**config.mk**
```make
export PLATFORM = sky130hd
export DESIGN_NAME = instruction_fetch_unit
export DESIGN_NICKNAME = d
export VERILOG_FILES = /design/src/rtl/mips_fetch_pkg.sv /design/src/rtl/next_pc_mux.sv /design/src/rtl/instruction_fetch_unit.sv
export SDC_FILE = /design/constraint.sdc
export NUM_CORES = 1
export LEC_CHECK = 0
export BUFFER_PORTS_ARGS = -buffer_cell sky130_fd_sc_hd__buf_2
export CAP_MARGIN = 20
export CORE_ASPECT_RATIO = 0.9
export CORE_MARGIN = 2
export CORE_UTILIZATION = 52
export CTS_CLUSTER_DIAMETER = 120
export DETAILED_ROUTE_END_ITERATION = 6
export GPL_TIMING_DRIVEN = 0
export PLACE_DENSITY = 0.82
export REMOVE_ABC_BUFFERS = 1
export SLEW_MARGIN = 20
export SYNTH_ARGS = -nofsm -noshare
export SYNTH_HDL_FRONTEND = slang
export SYNTH_SLANG_ARGS = --single-unit
```
**constraint.sdc**
```tcl
create_clock -name clk -period 4 [get_ports clk]
set_input_delay 0.8 -clock clk [delete_from_list [all_inputs] [get_ports clk]]
set_output_delay 0.8 -clock clk [all_outputs]
set_load 0.005 [all_outputs]
```
**src/rtl/mips_fetch_pkg.sv**
```systemverilog
// Shared constants for the MIPS fetch stage: reset vector, NOP encoding,
// word size and the next-PC source select encoding.
package mips_fetch_pkg;

    localparam logic [31:0] RESET_VECTOR_DEFAULT = 32'h0040_0000;
    localparam logic [31:0] NOP_INSTR            = 32'h0000_0000;
    localparam int unsigned WORD_BYTES           = 4;

    // Source of the next PC, in increasing priority order.
    typedef enum logic [1:0] {
        SEL_SEQ    = 2'd0,
        SEL_BRANCH = 2'd1,
        SEL_JUMP   = 2'd2,
        SEL_JR     = 2'd3
    } next_pc_sel_e;

endpackage

```
**src/rtl/next_pc_mux.sv**
```systemverilog
// Next-PC computation for the fetch stage: builds the sequential, branch,
// jump and jr candidates, picks one by priority (jr > jump > branch > seq)
// and flags a target that is outside program memory or not word aligned.
// Redirects are only considered while the IF/ID register holds a live
// instruction, because the ID stage is the one resolving them.
module next_pc_mux
    import mips_fetch_pkg::*;
#(
    parameter int                    DATA_WIDTH   = 32,
    parameter logic [DATA_WIDTH-1:0] RESET_VECTOR = RESET_VECTOR_DEFAULT,
    parameter int                    MEMORY_DEPTH = 32
) (
    input  logic [DATA_WIDTH-1:0] pc,
    input  logic [DATA_WIDTH-1:0] if_id_pc_plus4,
    input  logic                  if_id_valid,
    input  logic                  branch_taken,
    input  logic [15:0]           branch_offset,
    input  logic                  jump,
    input  logic [25:0]           jump_target,
    input  logic                  jr,
    input  logic [DATA_WIDTH-1:0] jr_address,
    output logic [DATA_WIDTH-1:0] next_pc,
    output next_pc_sel_e          sel,
    output logic                  redirect,
    output logic                  out_of_range
);

    localparam logic [DATA_WIDTH-1:0] WORD_STEP = DATA_WIDTH'(WORD_BYTES);
    localparam logic [DATA_WIDTH-1:0] LAST_PC   =
        RESET_VECTOR + DATA_WIDTH'(WORD_BYTES * unsigned'(MEMORY_DEPTH - 1));

    logic [DATA_WIDTH-1:0] seq_target;
    logic [DATA_WIDTH-1:0] branch_target;
    logic [DATA_WIDTH-1:0] jump_target_full;

    // Candidate targets; all arithmetic wraps modulo 2^DATA_WIDTH.
    always_comb begin
        seq_target       = pc + WORD_STEP;
        branch_target    = if_id_pc_plus4 +
                           {{(DATA_WIDTH-18){branch_offset[15]}}, branch_offset, 2'b00};
        jump_target_full = {if_id_pc_plus4[DATA_WIDTH-1 -: 4], jump_target, 2'b00};
    end

    // Priority select and legality check of the chosen target.
    always_comb begin
        sel = SEL_SEQ;
        if (if_id_valid) begin
            if (jr)
                sel = SEL_JR;
            else if (jump)
                sel = SEL_JUMP;
            else if (branch_taken)
                sel = SEL_BRANCH;
        end

        case (sel)
            SEL_JR:     next_pc = jr_address;
            SEL_JUMP:   next_pc = jump_target_full;
            SEL_BRANCH: next_pc = branch_target;
            default:    next_pc = seq_target;
        endcase

        redirect     = (sel != SEL_SEQ);
        out_of_range = (next_pc < RESET_VECTOR) || (next_pc > LAST_PC) ||
                       (next_pc[1:0] != 2'b00);
    end

endmodule

```
**src/rtl/instruction_fetch_unit.sv**
```systemverilog
// PC register and IF/ID pipeline boundary of the MIPS core.
// Holds the PC, latches the fetched instruction with its PC+4 and a valid
// bit, applies stall and redirect, and keeps a sticky fetch fault.
// Optional feature macro: BRANCH_DELAY_SLOT_EN -- when defined, an accepted
// redirect keeps the instruction fetched that cycle (the delay slot) instead
// of flushing it.
module instruction_fetch_unit
    import mips_fetch_pkg::*;
#(
    parameter int                    DATA_WIDTH   = 32,
    parameter logic [DATA_WIDTH-1:0] RESET_VECTOR = RESET_VECTOR_DEFAULT,
    parameter int                    MEMORY_DEPTH = 32
) (
    input  logic                  clk,
    input  logic                  reset,
    input  logic                  stall_i,
    input  logic                  branch_taken_i,
    input  logic [15:0]           branch_offset_i,
    input  logic                  jump_i,
    input  logic [25:0]           jump_target_i,
    input  logic                  jr_i,
    input  logic [DATA_WIDTH-1:0] jr_address_i,
    input  logic [DATA_WIDTH-1:0] instruction_i,
    output logic [DATA_WIDTH-1:0] pc_o,
    output logic [DATA_WIDTH-1:0] if_id_instruction_o,
    output logic [DATA_WIDTH-1:0] if_id_pc_plus4_o,
    output logic                  if_id_valid_o,
    output logic                  fetch_fault_o
);

    localparam logic [DATA_WIDTH-1:0] WORD_STEP = DATA_WIDTH'(WORD_BYTES);

    logic [DATA_WIDTH-1:0] next_pc;
    next_pc_sel_e          next_sel;
    logic                  redirect;
    logic                  out_of_range;

    next_pc_mux #(
        .DATA_WIDTH  (DATA_WIDTH),
        .RESET_VECTOR(RESET_VECTOR),
        .MEMORY_DEPTH(MEMORY_DEPTH)
    ) u_next_pc_mux (
        .pc            (pc_o),
        .if_id_pc_plus4(if_id_pc_plus4_o),
        .if_id_valid   (if_id_valid_o),
        .branch_taken  (branch_taken_i),
        .branch_offset (branch_offset_i),
        .jump          (jump_i),
        .jump_target   (jump_target_i),
        .jr            (jr_i),
        .jr_address    (jr_address_i),
        .next_pc       (next_pc),
        .sel           (next_sel),
        .redirect      (redirect),
        .out_of_range  (out_of_range)
    );

    // PC, IF/ID and sticky fault. Once faulted the PC freezes at its last
    // legal value and IF/ID carries only bubbles until reset; the edge that
    // detects the fault already inserts a bubble. A stall freezes everything
    // and can never raise the fault.
    always_ff @(posedge clk or negedge reset) begin
        if (!reset) begin
            pc_o                <= RESET_VECTOR;
            if_id_instruction_o <= NOP_INSTR;
            if_id_pc_plus4_o    <= '0;
            if_id_valid_o       <= 1'b0;
            fetch_fault_o       <= 1'b0;
        end else if (fetch_fault_o) begin
            if_id_instruction_o <= NOP_INSTR;
            if_id_pc_plus4_o    <= '0;
            if_id_valid_o       <= 1'b0;
        end else if (!stall_i) begin
            if (out_of_range) begin
                fetch_fault_o       <= 1'b1;
                if_id_instruction_o <= NOP_INSTR;
                if_id_pc_plus4_o    <= '0;
                if_id_valid_o       <= 1'b0;
            end else begin
                pc_o <= next_pc;
`ifdef BRANCH_DELAY_SLOT_EN
                // The word fetched alongside the redirect is the delay slot
                // and always executes.
                if_id_instruction_o <= instruction_i;
                if_id_pc_plus4_o    <= pc_o + WORD_STEP;
                if_id_valid_o       <= 1'b1;
`else
                if (redirect) begin
                    if_id_instruction_o <= NOP_INSTR;
                    if_id_pc_plus4_o    <= '0;
                    if_id_valid_o       <= 1'b0;
                end else begin
                    if_id_instruction_o <= instruction_i;
                    if_id_pc_plus4_o    <= pc_o + WORD_STEP;
                    if_id_valid_o       <= 1'b1;
                end
`endif
            end
        end
    end

endmodule

```
# [After elaboration in Yosys (flattened, before gate mapping)]
# Index checks and enable logic that the tools add are counted.
[op_classes] add_sub_neg=2 n_lt_le_gt_ge=2 n_eq_ne=4 muxes=20 bitwise_logic=3 reduce_logical=5
[ops] operator="$mux 32" count=8
[ops] operator="$pmux 32 s3" count=1
[ops] operator="$add 32x3->32 const B" count=1
[ops] operator="$add 32x32->32" count=1
[ops] operator="$gt 32x23->1 const B" count=1
[ops] operator="$lt 32x23->1 const B" count=1
[ops] operator="$mux 1" count=8
[ops] operator="$mux 2" count=3
[ops] operator="$eq 2x2->1 const B" count=2
[ops] operator="$reduce_bool 2->1" count=2
[ops] operator="$not 1->1" count=3
[ops] operator="$reduce_and 3->1" count=1
[ops] operator="$eq 2x1->1 const B" count=1
[ops] operator="$logic_or 1x1->1" count=2
[ops] operator="$ne 2x1->1 const B" count=1
[totals] reg_bits=98 input_bits=112 out_inout_bits=98 wordCells=41

# [Logic depth before layout (Yosys ltp)]
# Gate-level depths: netlist (run 1).
[logic_depth] word_depth=12 ltp_mapped=14

# [By module]
# Synthesis (run 1) repeated with hierarchy kept, for this count alone.
[hier_totals] cells_unflattened=807 hier_area_um2=7330.8
[modules_own_cells] mod="instruction_fetch_unit" n_inst=1 cells_each=331 area_each_um2=4087.7 seq_area_each_um2=2453.6
[modules_own_cells] mod="next_pc_mux" n_inst=1 cells_each=476 area_each_um2=3243.1 seq_area_each_um2=0.0

# [Worst setup path after synthesis (run 1)]
# OpenSTA, ideal clock, no wires.
[synth_path] path_type="input-to-reg" startpoint="input port branch_offset_i[15]" endpoint="register pc_o[3]" t_arrival_ns=3.672 slack_ns=0.203 path_stages=13 path_buffers=2 path_cell_list="ha_1 -> buf_6 -> a21o_1 -> o21bai_4 -> a221oi_2 -> o32ai_1 -> or3_1 -> or4_1 -> nor2_1 -> and4_4 -> nand4_4 -> buf_6 -> mux2_4"
[synth_via] elab_chain_cells=7
[synth_rtl] element="start, declared" line="instruction_fetch_unit.sv:18" rtl="input logic [15:0] branch_offset_i,"
[synth_rtl] element="$add 32x32->32 *" line="next_pc_mux.sv:39" rtl="branch_target = if_id_pc_plus4 +"
[synth_rtl] element="$pmux 32 s3 *" line="next_pc_mux.sv:56" rtl="case (sel)"
[synth_rtl] element="$lt 32x23->1 or $gt 32x23->1 (tied branches)" line="next_pc_mux.sv:64" rtl="out_of_range = (next_pc < RESET_VECTOR) || (next_pc > LAST_PC) ||"
[synth_rtl] element="$logic_or 1x1->1 * (2 in series)" line="next_pc_mux.sv:64"
[synth_rtl] element="$not 1->1 (no line) *"
[synth_rtl] element="$reduce_and 3->1 (no line) *"
[synth_rtl] element="end signal, assigned" line="instruction_fetch_unit.sv:80" rtl="pc_o <= next_pc;"
[synth_rtl] element="end, declared" line="instruction_fetch_unit.sv:24" rtl="output logic [DATA_WIDTH-1:0] pc_o,"
# Every way passes the cells marked *; elsewhere a longest branch is shown, timed or not.
# A chain may end at the register's enable or synchronous reset.

# [Worst setup path after layout (run 1)]
[layout_path] startpoint="input port branch_offset_i[0]" endpoint="register if_id_pc_plus4_o[22]"
[layout_via] elab_chain_cells=8
[layout_rtl] element="$add 32x32->32 *" line="next_pc_mux.sv:39"
[layout_rtl] element="$pmux 32 s3 *" line="next_pc_mux.sv:56"
[layout_rtl] element="$lt 32x23->1 or $gt 32x23->1 (tied branches)" line="next_pc_mux.sv:64"
[layout_rtl] element="$logic_or 1x1->1 * (2 in series)" line="next_pc_mux.sv:64"
[layout_rtl] element="$mux 32 *" line="instruction_fetch_unit.sv:74" rtl="if (out_of_range) begin"
[layout_rtl] element="$mux 32 *" line="instruction_fetch_unit.sv:73" rtl="end else if (!stall_i) begin"
[layout_rtl] element="$mux 32 *" line="instruction_fetch_unit.sv:69" rtl="end else if (fetch_fault_o) begin"
[layout_rtl] element="end signal, assigned" line="instruction_fetch_unit.sv:94" rtl="if_id_pc_plus4_o <= pc_o + WORD_STEP;"
[layout_rtl] element="end, declared" line="instruction_fetch_unit.sv:26" rtl="output logic [DATA_WIDTH-1:0] if_id_pc_plus4_o,"
# Every way passes the cells marked *; elsewhere a longest branch is shown, timed or not. The select of a mux whose other input is x is not followed.

==> results of run 1 <==
[cell families (layout without fill, tap and decap cells)]
group	after synthesis	in the layout
buffers and inverters	44	254
muxes	10	10
AOI/OAI and AO/OA	193	193
and+or+nand+nor	340	346
xor gates and xnor gates	19	19
DFF	98	98
adders and majority gates	31	31
[layout make-up]
type	count	share of cell area (%)
Multi-Input combinational cell	599	47.6
Sequential cell	98	29.5
Timing Repair Buffer	229	16.5
Clock buffer	10	2.87
Tap cell	160	2.41
Clock inverter	6	0.661
Inverter	9	0.406
[synthesized netlist by cell type, types with 6 or more instances]
library cell and count:
a21o_1 15, and3_1 9, nand2_1 125, xnor2_1 14
and2_1 54, nor3_1 20, nand4_1 15, nor2_1 33
o211ai_1 6, nor4_1 20, a31oi_1 6, o21ai_0 63
nand3_1 27, a211oi_1 8, ha_1 30, a21oi_1 38
clkbuf_1 29, o21a_1 6, inv_1 9, dfrtp_1 97
[per-layer routing]
metal  vias to the layer above  share of wire [%]
met1                      3186                 41
met3                        37                9.9
met5                         -                  0
li1                       3132                  -
met4                         0                2.0
met2                       323                 47
[power breakdown]
group	total (mW)	internal, mW	switching [mW]
clock	0.874	0.453	0.421
sequential	0.990	0.990	0.0000000000000000418
combinational	0.188	0.0801	0.107
[how the worst max path moves through the flow]
stage / startpoint / to / slack [ps] / cells past startpoint
3_3_place_gp: jr_i / pc_o[3] / -3010 / 7
4_1_cts: branch_offset_i[15] / pc_o[5] / 30 / 13
3_5_place_dp: branch_offset_i[0] / pc_o[3] / -1050 / 14
5_1_grt: branch_offset_i[0] / if_id_pc_plus4_o[22] / -120 / 17
6_report: branch_offset_i[0] / if_id_pc_plus4_o[22] / 20 / 17
2_1_floorplan: jump_i / pc_o[3] / -670 / 6
[what timing repair did]
action / in CTS / in global routing
setup endpoints to repair: 71 / 71
hold buffers: 0 / 0
setup buffers: 5 / 8
pin swaps: 3 / 8
gates resized for setup: 10 / 33
gates cloned: 3 / 5
[cells in the final DEF (no fill, tap or decap), types with 6 or more instances in the layout]
master	netlist	routed
buf_2	3	207
nand2_1	125	125
dfrtp_1	97	97
o21ai_0	63	59
and2_1	54	46
a21oi_1	38	35
nor2_1	33	32
nand3_1	27	27
ha_1	30	26
nor4_1	20	20
nor3_1	20	19
a21o_1	15	15
nand4_1	15	15
xnor2_1	14	14
clkbuf_16	0	11
inv_1	9	9
and3_1	9	9
and2_4	0	8
buf_4	0	7
o21a_1	6	6
o211ai_1	6	6
nand4_4	1	6
[worst max-delay path, stage by stage]
cell       delay, ps
buf_2             80
ha_1             150
inv_1             50
fa_1             410
nand2b_4         190
a21oi_1          190
o21ai_0          240
a211oi_2         350
o21ai_0          160
mux2_2           240
nand4_1          160
o31ai_4          280
buf_6            190
buf_4            140
nand4_4          150
clkbuf_16        260
o21ai_0          180
[registers in the layout, summed over array words and instances (netlist names)]
signal and cells:
if_id_valid_o 1, pc_o 32, if_id_instruction_o 32, if_id_pc_plus4_o 32, fetch_fault_o 1
[stage by stage]
stage	instances	TNS (ps)	instance area, um2	power [mW]
2_1_floorplan	700	-36500	6180	1.08
3_3_place_gp	1069	-213420	7420	1.18
3_5_place_dp	1074	-65560	7560	1.19
4_1_cts	1098	0	8010	2.05
5_1_grt	1111	-976	8320	2.13
6_report	1111	0	8320	2.05
==> impl_metrics.tcl, run 1 <==
set metrics [dict create \
    hold_violations 0 \
    critPathKind "in -> reg" \
    powerDensity_nw_per_um2 246 \
    syn-cell-area_um2 6330 \
    gr-usage-met1_pct 38.4 \
    cts_buffer_depth 2 \
    holdWs_ps 335 \
    layout_setup_ws_ps 19.4 \
    vias 6678 \
    min_period_ps 3980 \
    synthFlopType "dfrtp_1" \
    dp_hpwl_um 13600 \
    grt_pass1_vias 6040 \
    nFillCells 1030 \
    antenna_found_initial 0 \
    ios 210 \
    wl_um 20000 \
    drt-initial-drc-count 526 \
    coreArea_um2 12000 \
    peakVddDrop_mv 0.226 \
    hold_path.class "in -> async" \
    regArea_um2 2450 \
    top_usage_layer "met2" \
    reg2reg_depth 16 \
    drc_errors 0 \
    synth.distinct_cells 74 \
    grt_pass1_wl_um 30100 \
    cp.required_ps 4270 \
    synth-simple-area-share_pct 27.4 \
    synth-seq-cells 98 \
    die_area_um2 13100 \
    r2r_end "if_id_pc_plus4_o[22]" \
    grtUsageMet3_pct 7.37 \
    finalMaxSlewViolations 0 \
    htreeDepth 3 \
    status "finished, final reports clean" \
    die_x_um 120 \
    insertion_delay_ps 350 \
    cts.sinks 98 \
    n_antenna_cell 0 \
    overflow 0 \
    synth_xor_area_share_pct 2.63 \
    cts_root_buf "clkbuf_16" \
    yosys_warnings 0 \
    yosys.area.top_type "dfrtp_1" \
    r2r_start "if_id_pc_plus4_o[2]" \
    row_count 38 \
    clkTransAtPathRegs_ps 80 \
    syn_inst 735 \
    synth.avg_cell_area_um2 8.61 \
    numCtsBuffers 9 \
    finalCritPeriodShare_pct 99.5 \
    critPathLaunchType "input port" \
    skew_ps 9.58 \
    reg2reg_slack_ps 160 \
    grt_usage_pct 29.2 \
    drv_cap 0 \
    synthMuxAreaShare_pct 1.86 \
    initial_utilization_pct 52.8 \
    relSlewSlack_pct 41.5 \
    cp.arrival_ps 4250 \
    yosys.area_share.adder_pct 6.25 \
    synth_compound_area_share_pct 20.1 \
    grt_max_degree 62 \
    yosys.area.top_type_share_pct 38.4 \
    grt_util_met2_pct 48.0 \
    critPathMaxFanout 9 \
    utilization_pct 69.5 \
    wl_per_cell_um 18.0 \
    layout-drive-gt1-share_pct 31.3 \
    yosys-top-cells-area "dfrtp_1 38%, nand2_1 7.4%, ha_1 5.9%, and2_1 5.3%, o21ai_0 5.0%" \
    synth-edff-count 0 \
    setup_viol 0 \
    ant_nets 0 \
    fmax_ghz 0.251 \
    ys_seq_area_share_pct 38.8 \
    synth-async-reset-ratio_pct 100 \
    port_buffers 209 \
    syn_to_final_growth_pct 31.5 \
    cts_tree "done" \
    die_h_um 109 \
    place_ws_ps -1050 \
    drt_pass1_iterations 6 \
    crit_path_end_kind "flop" \
    vias_per_cell 6.01 \
    globalplace.congestion 0.958 \
    synth_top_family_by_area "simple AND/OR/NAND/NOR gates" \
    nNetsFinal 1089 \
    cellLeakagePower_nw 4.28 \
    multi_input_area_um2 3970 \
    tightestPinTransition_ps 873 \
]
No activity file was read; power rests on OpenSTA's default activity.
==> inputs of run 2 (changes only) <==
--- a/config.mk
+++ b/config.mk
@@ -5,15 +5,16 @@
 export SDC_FILE = /design/constraint.sdc
 export NUM_CORES = 1
 export LEC_CHECK = 0
+export ABC_AREA = 1
 export BUFFER_PORTS_ARGS = -buffer_cell sky130_fd_sc_hd__buf_2
 export CAP_MARGIN = 20
 export CORE_ASPECT_RATIO = 0.9
 export CORE_MARGIN = 2
-export CORE_UTILIZATION = 52
+export CORE_UTILIZATION = 55
 export CTS_CLUSTER_DIAMETER = 120
 export DETAILED_ROUTE_END_ITERATION = 6
 export GPL_TIMING_DRIVEN = 0
-export PLACE_DENSITY = 0.82
+export PLACE_DENSITY = 0.83
 export REMOVE_ABC_BUFFERS = 1
 export SLEW_MARGIN = 20
 export SYNTH_ARGS = -nofsm -noshare
==> impl_metrics.tcl, run 2 <==
set metrics [dict create \
    die_x_um 131 \
    grt_pass1_wl_um 38200 \
    cp.required_ps 4250 \
    drt-initial-drc-count 486 \
    port_buffers 209 \
    syn_inst 1256 \
    ios 210 \
    yosys.area.top_type "dfrtp_1" \
    insertion_delay_ps 360 \
    synthTopCellsByCount "368 x nand2_1, 282 x inv_1, 150 x nor2_1" \
    peakVddDrop_mv 0.235 \
    holdWs_ps 357 \
    drc_errors 0 \
    dp_hpwl_um 18100 \
    skew_ps 12.2 \
    htreeDepth 3 \
    globalplace.congestion 0.920 \
    cts_hold_buf 0 \
    grt_max_degree 60 \
    cp.arrival_ps 4040 \
    placed_cells 1636 \
    layout-drive-gt1-share_pct 19.8 \
    n_antenna_cell 0 \
    initial_utilization_pct 56.7 \
    synth.avg_cell_area_um2 6.39 \
    syn_to_final_growth_pct 18.8 \
    synth-async-reset-ratio_pct 100 \
    tightestPinTransition_ps 1030 \
    top_regs "if_id_instruction_o (32), if_id_pc_plus4_o (32), pc_o (32)" \
    grt_usage_pct 30.1 \
    reg2reg_depth 19 \
    r2r_end "pc_o[2]" \
    finalMaxSlewViolations 0 \
    cts_tree "done" \
    grt_pass1_vias 8058 \
    yosys_warnings 0 \
    cts.sinks 98 \
    stdcell_count 1654 \
    grt_setup_unrepaired "yes" \
    yosys-top-cells-area "dfrtp_1 30%, nand2_1 17%, inv_1 13%, nor2_1 7.0%, nand3_1 6.0%" \
    critPathMaxFanout 38 \
    nFillCells 1350 \
    crit_path_end_kind "flop" \
    min_period_ps 3790 \
    reg2reg_slack_ps 340 \
    nNetsFinal 1599 \
    coreArea_um2 14200 \
    hold_violations 0 \
    cellLeakagePower_nw 5.66 \
    yosysMostFrequentCell "nand2_1" \
    synth-seq-cells 98 \
    drv_cap 0 \
    overflow 0 \
    antenna_found_initial 0 \
    layout_setup_ws_ps 208 \
    cp-endpoint "pc_o[2]" \
    clkTransAtPathRegs_ps 80 \
    ys_seq_area_share_pct 30.6 \
    critPathLaunchType "input port" \
    hold_path.class "in -> async" \
    wl_um 23200 \
    setup_viol 0 \
    die_area_um2 15600 \
    critPathKind "in -> reg" \
    r2r_start "if_id_pc_plus4_o[2]" \
    setup.worst_path.start "branch_offset_i[0]" \
    finalSetupTns_ps 0 \
    fmax_ghz 0.264 \
    status "finished, final reports clean" \
    relSlewSlack_pct 31.5 \
    place_ws_ps -309 \
    numCtsBuffers 9 \
    yosys.area.top_type_share_pct 30.3 \
    cts_buffer_depth 2 \
    vias_per_cell 5.07 \
    wl_per_cell_um 14.0 \
    vias 8392 \
    syn-cell-area_um2 8020 \
    drt_pass1_iterations 5 \
    synth.distinct_cells 44 \
    ant_nets 0 \
    powerDensity_nw_per_um2 215 \
    layout_commonest_cell "nand2_1" \
    synthFlopType "dfrtp_1" \
    final_cell_mix "368 x nand2_1, 282 x inv_1, 208 x buf_2, 150 x nor2_1, 97 x dfrtp_1" \
    row_count 41 \
    synth-edff-count 0 \
    finalCritPeriodShare_pct 94.8 \
    utilization_pct 67.3 \
    die_h_um 119 \
    cts_root_buf "clkbuf_16" \
]
==> run 2: final cells by class <==
class	instances	area, um2	area share [%]
Clock buffer	9	225	2.36
Clock inverter	7	76.3	0.801
Inverter	291	1090	11.5
Sequential cell	98	2450	25.7
Timing Repair Buffer	211	1100	11.5
Tap cell	193	241	2.53
Multi-Input combinational cell	845	4340	45.6
==> run 2: cell families after synthesis <==
kind of cell,count (synthesis),synth area share (%)
DFF,98,30.6
AOI/OAI and AO/OA,103,9.47
xor gates and xnor gates,5,0.546
and+or+nand+nor,705,38.8
adders and majority gates,31,4.93
buffers and inverters,314,15.7
==> run 2: per-stage QoR <==
step                      cell area, um2  power, mW
after global placement              9140       1.17
final                               9530       2.05
after CTS                           9480       2.06
after detailed placement            9180       1.17
after floorplan                     7850       1.08
after global routing                9530       2.13
==> run 2: worst max-delay path: stages <==
cell and delay [ps]:
buf_2 100, ha_1 260, inv_1 90, fa_1 410, inv_1 110, nand3_1 90
nand2_1 120, nand2_1 90, nand2_2 110, nand3_1 100, nand2_1 80, nand2_1 40
nand3_1 120, nand4_1 120, nor2_1 190, nand3_1 150, nor2_4 330, nand3_4 440
nor2_1 220, nor2_1 60
==> run 2: how the worst min path moves through the flow <==
stage          startpoint              endpoint  slack [ps]
2_1_floorplan     pc_o[0]               pc_o[0]         480
3_3_place_gp      pc_o[1]               pc_o[1]         500
3_5_place_dp     pc_o[13]              pc_o[13]         500
4_1_cts             reset  if_id_pc_plus4_o[21]         370
5_1_grt             reset  if_id_pc_plus4_o[21]         390
6_report            reset  if_id_pc_plus4_o[21]         360
==> run 2: what timing repair did <==
item	4_1_cts	5_1_grt
gates resized for setup	0	2
buffers inserted	0	1
setup endpoints to repair	0	71
==> run 2: layer usage <==
metal	share of wire, %	GRT usage [%]
met5	0	0
met4	1.5	7.20
met3	8.4	7.46
met2	46	50.1
met1	44	39.5
==> run 2: where the power goes <==
group	switching, mW	internal (mW)
Combinational	0.0975	0.0687
Sequential	0.0000000000000000294	0.990
Clock	0.451	0.446
